**config.mk**
```make
export PLATFORM = sky130hd
export DESIGN_NAME = mult18_seq
export DESIGN_NICKNAME = d
export VERILOG_FILES = /design/src/rtl/mult18_seq.sv
export SDC_FILE = /design/constraint.sdc
export NUM_CORES = 1
export LEC_CHECK = 0
export ABC_AREA = 1
export ABC_CLOCK_PERIOD_IN_PS = 6800
export CAP_MARGIN = 15
export CORE_MARGIN = 2
export CORE_UTILIZATION = 30
export CTS_BUF_LIST = sky130_fd_sc_hd__clkbuf_4
export DETAILED_ROUTE_END_ITERATION = 12
export PLACE_DENSITY = 0.44
export SETUP_SLACK_MARGIN = 0.4
export SLEW_MARGIN = 20
export SYNTH_ARGS = -nofsm -noshare
export SYNTH_HDL_FRONTEND = slang
export SYNTH_SLANG_ARGS = --single-unit
```
**constraint.sdc**
```tcl
create_clock -name CLK -period 6.8 [get_ports CLK]
set_clock_uncertainty 0.05 [all_clocks]
set_input_delay 2.04 -clock CLK [delete_from_list [all_inputs] [get_ports CLK]]
set_output_delay 2.04 -clock CLK [all_outputs]
set_load 0.1 [all_outputs]
```
**src/rtl/mult18_seq.sv**
```systemverilog
// Sequential unsigned shift-add multiplier on the calc_start/done 4-phase handshake.
// Consumes BITS_PER_STEP multiplier bits per cycle and returns the exact 2*WIDTH-bit product.
module mult18_seq #(
    parameter int WIDTH         = 18,
    parameter int BITS_PER_STEP = 1
) (
    input  logic                 CLK,
    input  logic                 RST,
    input  logic                 calc_start,
    input  logic [WIDTH-1:0]     dataa,
    input  logic [WIDTH-1:0]     datab,
    output logic [2*WIDTH-1:0]   result,
    output logic                 done,
    output logic                 busy
);
    // state | meaning
    // IDLE  | waiting for calc_start; result holds the last product
    // CALC  | one multiplier slice accumulated per edge; calc_start low aborts
    // DONE  | product valid, waiting for calc_start to drop
    localparam int N  = WIDTH / BITS_PER_STEP;
    localparam int CW = (N > 1) ? $clog2(N) : 1;
    localparam int SW = $clog2(2 * WIDTH) + 1;

    typedef enum logic [1:0] {IDLE, CALC, DONE} state_t;

    state_t             state, state_nxt;
    logic [WIDTH-1:0]   a_reg, b_reg;
    logic [2*WIDTH-1:0] acc, pp, acc_sum;
    logic [CW-1:0]      cnt;
    logic [SW-1:0]      shamt;
    logic               last, done_nxt, busy_nxt;

    always_ff @(posedge CLK) begin
        if (RST) state <= IDLE;
        else     state <= state_nxt;
    end

    always_comb begin
        state_nxt = state;
        case (state)
            IDLE:    if (calc_start) state_nxt = CALC;
            CALC:    if (!calc_start) state_nxt = IDLE;
                     else if (last)   state_nxt = DONE;
            DONE:    if (!calc_start) state_nxt = IDLE;
            default: state_nxt = IDLE;
        endcase
    end

    // done/busy are registered copies of the decoded next state
    always_comb begin
        done_nxt = (state_nxt == DONE);
        busy_nxt = (state_nxt == CALC);
    end

    always_comb begin
        pp = '0;
        for (int i = 0; i < BITS_PER_STEP; i++) begin
            if (b_reg[i]) pp = pp + ({{WIDTH{1'b0}}, a_reg} << i);
        end
        shamt   = SW'(cnt) * SW'(BITS_PER_STEP);
        acc_sum = acc + (pp << shamt);
        last    = (cnt == CW'(N - 1));
    end

    always_ff @(posedge CLK) begin
        if (RST) begin
            a_reg  <= '0;
            b_reg  <= '0;
            acc    <= '0;
            cnt    <= '0;
            result <= '0;
            done   <= 1'b0;
            busy   <= 1'b0;
        end else begin
            done <= done_nxt;
            busy <= busy_nxt;
            case (state)
                IDLE: begin
                    if (calc_start) begin
                        a_reg <= dataa;
                        b_reg <= datab;
                        acc   <= '0;
                        cnt   <= '0;
                    end
                end
                CALC: begin
                    if (calc_start) begin
                        acc   <= acc_sum;
                        b_reg <= b_reg >> BITS_PER_STEP;
                        cnt   <= cnt + CW'(1);
                        if (last) result <= acc_sum;
                    end
                end
                default: ;
            endcase
        end
    end
endmodule

```
Yosys cells after proc, flatten, opt, wreduce, memory -nomap -nowiden. Index checks and enable logic that the tools add are counted.

Bits of input ports: 39. Output and inout port bits: 38. Word-level logic and storage cells: 38. Flip-flop bits (word level): 117. Bits in latches: 0. Memory bits (writable): 0. Memory bits (read-only): 0. Memories: 0.

Shift-type cells: 1. Add/subtract/negate cells: 2. Multipliers: 0. Div/mod/pow operators: 0. Eq/ne operators: 7. Reduce and logical (&&, ||, !) cells: 5. Bitwise logic cells: 0. Magnitude comparators: 0. Multiplexer cells: 15.

Operators with widths (count): 2-to-1 mux 36 bit (2); one-hot mux 36 bit (2 select lines) (1); 2-to-1 mux 18 bit (3); adder 36 bit (1); one-hot mux 18 bit (2 select lines) (1); left shift 36 x 5 -> 36 bit (1); 2-to-1 mux 5 bit (2); one-hot mux 5 bit (2 select lines) (1); 2-to-1 mux 2 bit (4); one-hot mux 2 bit (3 select lines) (1); AND reduction 3 bit (2); adder 5 x 1 -> 5 bit, second input constant (1); equality test 5 bit, second input constant (1); equality test 2 x 1 -> 1 bit, second input constant (2); equality test 2 bit, second input constant (2); inequality test 2 bit, second input constant (2); zero test 2 bit (1); AND reduction 2 bit (1); nonzero test 2 bit (1).

Longest topological paths before layout.
Depth after elaboration: 5. Depth in mapped cells: 28. Depth with buffers taken out: 26.

Worst setup path after synthesis. Ideal clock, no wire load.

Kind: input-to-reg. Start point: input calc_start. End point: register a_reg[10]. Slack: 3.686 ns. Data arrival time: 2.949 ns. Buffers on the path: 2. Setup time: 0.116 ns. Cell stages on the path: 7. Required time: 6.634 ns. Cells stage by stage: nand2_1 -> buf_2 -> nor2_4 -> clkinv_1 -> buf_2 -> nor2_1 -> nor2_1.

Longest elaborated chain between the ends: 1.

Ends and longest elaborated chain: from (decl) (RTL line 9) `input logic calc_start,`; AND reduction 2 bit (no source line); to (signal assigned) (RTL line 80) `a_reg <= dataa;`; to (decl) (RTL line 27) `logic [WIDTH-1:0] a_reg, b_reg;`.

No other way between the ends. A chain may end at the register's enable or synchronous reset.

Worst setup path in the final report.
Start point: register cnt[0]. End point: register result[29].

Longest elaborated chain between the ends: 2. Elaborated cells between the ends (all ways): 4. Classes of those cells: add/sub (1); eq/ne (1); shift (1); reduce/logical (1).

Ends and longest elaborated chain: from (decl) (RTL line 29) `logic [CW-1:0] cnt;`; from (signal assigned) (RTL line 90) `cnt <= cnt + CW'(1);`; left shift 36 x 5 -> 36 bit / equality test 5 bit (equally long branches) (RTL line 61, 62); adder 36 bit / AND reduction 3 bit (equally long branches); to (signal assigned) (RTL line 91) `if (last) result <= acc_sum;`; to (decl) (RTL line 12) `output logic [2*WIDTH-1:0] result,`.

Parallel ways exist; a longest one is shown, timed or not.

==> out/metrics.cfg <==
[status]
status = complete, no violations

[worst_setup_path]
critPathKind = flip-flop to flip-flop
cp_data_required_time_ns = 7.25
cp.arrival_ns = 4.69
cp_max_fo = 27
cpMostUsedCell = nand2_1
critPathBufInv = 2
cp_cell_sequence = inv_4 -> nand3_1 -> nand2_1 -> o21ai_0 -> nand2_1 -> o21ai_1 -> nand2_1 -> o21ai_1 -> o22ai_1 -> ha_1 -> nand2_1 -> o21bai_1 -> a21oi_1 -> o21a_1 -> nand2_1 -> nand2_1 -> nand2_1 -> nand2_1 -> nand2_1 -> inv_1
cp_slowest_stage_delay_ns = 0.94
end_kind = flip-flop
startpoint_type = flip-flop
cp_top_family = compound AO/OA/AOI/OAI gates
cpMaxStageDelayCell = dfxtp_1

[global_routing]
grt_max_degree = 74
grt_pass1_vias = 7672
grt.total_usage = 0.192
grt-ovfl-total = 0
antenna_found_initial = 1
grt_pass1_wl_um = 42100

[routing]
vias_per_cell = 4.90
drtPass1Iterations = 5
drt_iter0_drc = 471
drcViolationCount = 0
drtAntennaViolNets = 0
vias = 8000
wl_per_cell_um = 16.1
drt_wl_total_um = 26200

[yosys]
netlist.area_leader.share = 0.297
syn_area_per_cell_sq_um = 6.38
yosys_warnings = 0
synth_seq_cells = 117
ys_types = 51
synth_largest_area_cell = dfxtp_1
synth_edf_count = 0
syn_nets = 1313
synthTopCellsByArea = dfxtp_1 (30%), nand2_1 (15%), nor2_1 (8.0%)
synth_cells = 1236
synthesis.area_sq_um = 7890
yosysMostFrequentCell = nand2_1
async_reset_ff_frac = 0
seq_area_frac_synth = 0.297
synth_ff_type = dfxtp_1
synth_commonest_cells = nand2_1 (318), nor2_1 (168), dfxtp_1 (117)

[min_path]
min-delay-path-class = flip-flop to flip-flop

[clocking]
cts-hold-fix-buffers = 0
cts_tree = done
clkSlewWorstSetupHoldPaths_ns = 0.15
htree_levels = 4
post_cts_resized = 0
cts_setup_buffers = 0
cts_buffers = 17
clockBufferDepth = 2
clock_latency_ns = 0.58
cts_root_buf = clkbuf_4
cts.sinks = 117

[pwr]
netSwitchingFraction = 0.312
p_clk_frac = 0.413
power_mw = 1.43
power_leakage_nw = 4.02
combPwrFrac = 0.087
p_per_area_nw_per_um2 = 157
ir_drop_mv = 0.0757
switchingPower_mw = 0.446
p_int_mw = 0.983
seqPwrFrac = 0.500

[floorplanning]
ios = 77
num_rows = 59
die-area_sq_um = 27600
die_h_um = 166
initial_core_util = 0.305
die_x_um = 166
coreArea_sq_um = 25900

[sta]
hold_violations = 0
slew_violations = 0
maxSlewHeadroom = 0.325
setup_tns_ns = 0
period_needed_ns = 4.24
hold_ws_ns = 0.423
tightest_slew_ns = 1.01
rsz0062_at_grt = false
fmax_ghz = 0.236
finalSetupViolCount = 0
worst_slack_ns = 2.56
timing.final.crit_share = 0.623

[place]
io_buffer_count = 76
placed_area_sq_um = 8820
dpl.hpwl_um = 19900
place_ws_ns = 2.22
gp_congestion = 0.881

[final_layout]
design_area_sq_um = 9130
reg_top3 = acc (36), result (36)
final_nets = 1359
area_delta_synth_final_pct = 15.7
drive_gt1_frac = 0.0703

[flow_run]
max-cap-violations = 0

[worst reg2reg max path, delay by kind of cell, from the launching register on]
kind | cells | cell delay [ns]
flip-flops | 1 | 0.94
AND/OR/NAND/NOR | 10 | 0.88
buffers and inverters | 2 | 0.25
adder cells (fa/ha/maj) | 1 | 0.45
AO/OA/AOI/OAI | 7 | 1.61
[path summary, 6_finish.rpt]
kind,depth (start not counted),endpoint,start,slack (ns)
worst min register to register,2,result[7],result[7],0.42
worst min-delay path,2,result[7],result[7],0.42
worst max register to register,20,result[29],cnt[0],2.56
worst max-delay path,20,result[29],cnt[0],2.56
[power by group through the flow]
stage / Sequential, mW / Combinational (mW) / Clock [mW]
after CTS: 0.715 / 0.125 / 0.612
final: 0.715 / 0.124 / 0.591
after floorplan: 0.727 / 0.0805 / 0
after global placement: 0.730 / 0.125 / 0
after global routing: 0.718 / 0.139 / 0.649
after detailed placement: 0.730 / 0.125 / 0
[through the flow]
step	utilization	instances
CTS	0.352	1630
global route	0.352	1632
global placement	0.340	1598
detailed placement	0.340	1598
finish	0.352	1632
floorplan	-	1236
[metal layers]
layer / vias to the layer above / part of all wire / global-route usage
li1: 4172 / - / -
met1: 3610 / 0.51 / 0.270
met2: 189 / 0.43 / 0.303
met3: 29 / 0.045 / 0.0327
met4: 0 / 0.018 / 0.0552
met5: - / 0 / 0
[layout make-up]
cell class,instances,area (sq um)
well taps,335,419
inverters,104,393
repair buffers,84,816
flip-flops and latches,117,2340
multi-input cells,958,4850
clock inverters,15,180
fillers,2897,16800
diodes,2,5.00
clock buffers,17,128
[cell usage in the layout, fill, tap and decap left out, types with 3 or more instances in the layout]
| master | netlist | final |
|---|---|---|
| nor2_1 | 168 | 168 |
| o21ai_1 | 25 | 25 |
| clkbuf_4 | 0 | 17 |
| ha_1 | 37 | 37 |
| a31oi_1 | 20 | 20 |
| nand3_2 | 11 | 11 |
| buf_4 | 6 | 8 |
| nor2_4 | 2 | 3 |
| o21ai_0 | 82 | 82 |
| nand2_2 | 12 | 13 |
| inv_6 | 0 | 7 |
| a21oi_1 | 96 | 96 |
| o21bai_1 | 3 | 3 |
| inv_8 | 0 | 3 |
| dfxtp_1 | 117 | 117 |
| nand3_1 | 80 | 80 |
| nand3b_1 | 5 | 5 |
| o21a_1 | 3 | 3 |
| xor2_1 | 12 | 12 |
| nand2_1 | 318 | 317 |
| inv_2 | 4 | 4 |
| o221ai_1 | 6 | 6 |
| o211ai_1 | 4 | 4 |
| clkdlybuf4s50_1 | 0 | 75 |
| o22ai_1 | 10 | 10 |
| nor3_1 | 13 | 13 |
| a21o_1 | 7 | 7 |
| xnor2_1 | 6 | 6 |
| nand4_1 | 7 | 7 |
| inv_1 | 97 | 97 |
| nor2_2 | 9 | 8 |
[cell families (layout without fill, tap and decap cells)]
family | Yosys count | count (layout) | synth area share
adder cells (fa/ha/maj) | 38 | 38 | 0.0612
AO/OA/AOI/OAI | 263 | 263 | 0.183
XOR/XNOR | 19 | 19 | 0.0220
AND/OR/NAND/NOR | 636 | 636 | 0.345
multiplexers | 2 | 2 | 0.00254
buffers and inverters | 161 | 220 | 0.0897
other | 0 | 2 | 0
flip-flops | 117 | 117 | 0.297
Power figures use the tool's default switching activity.
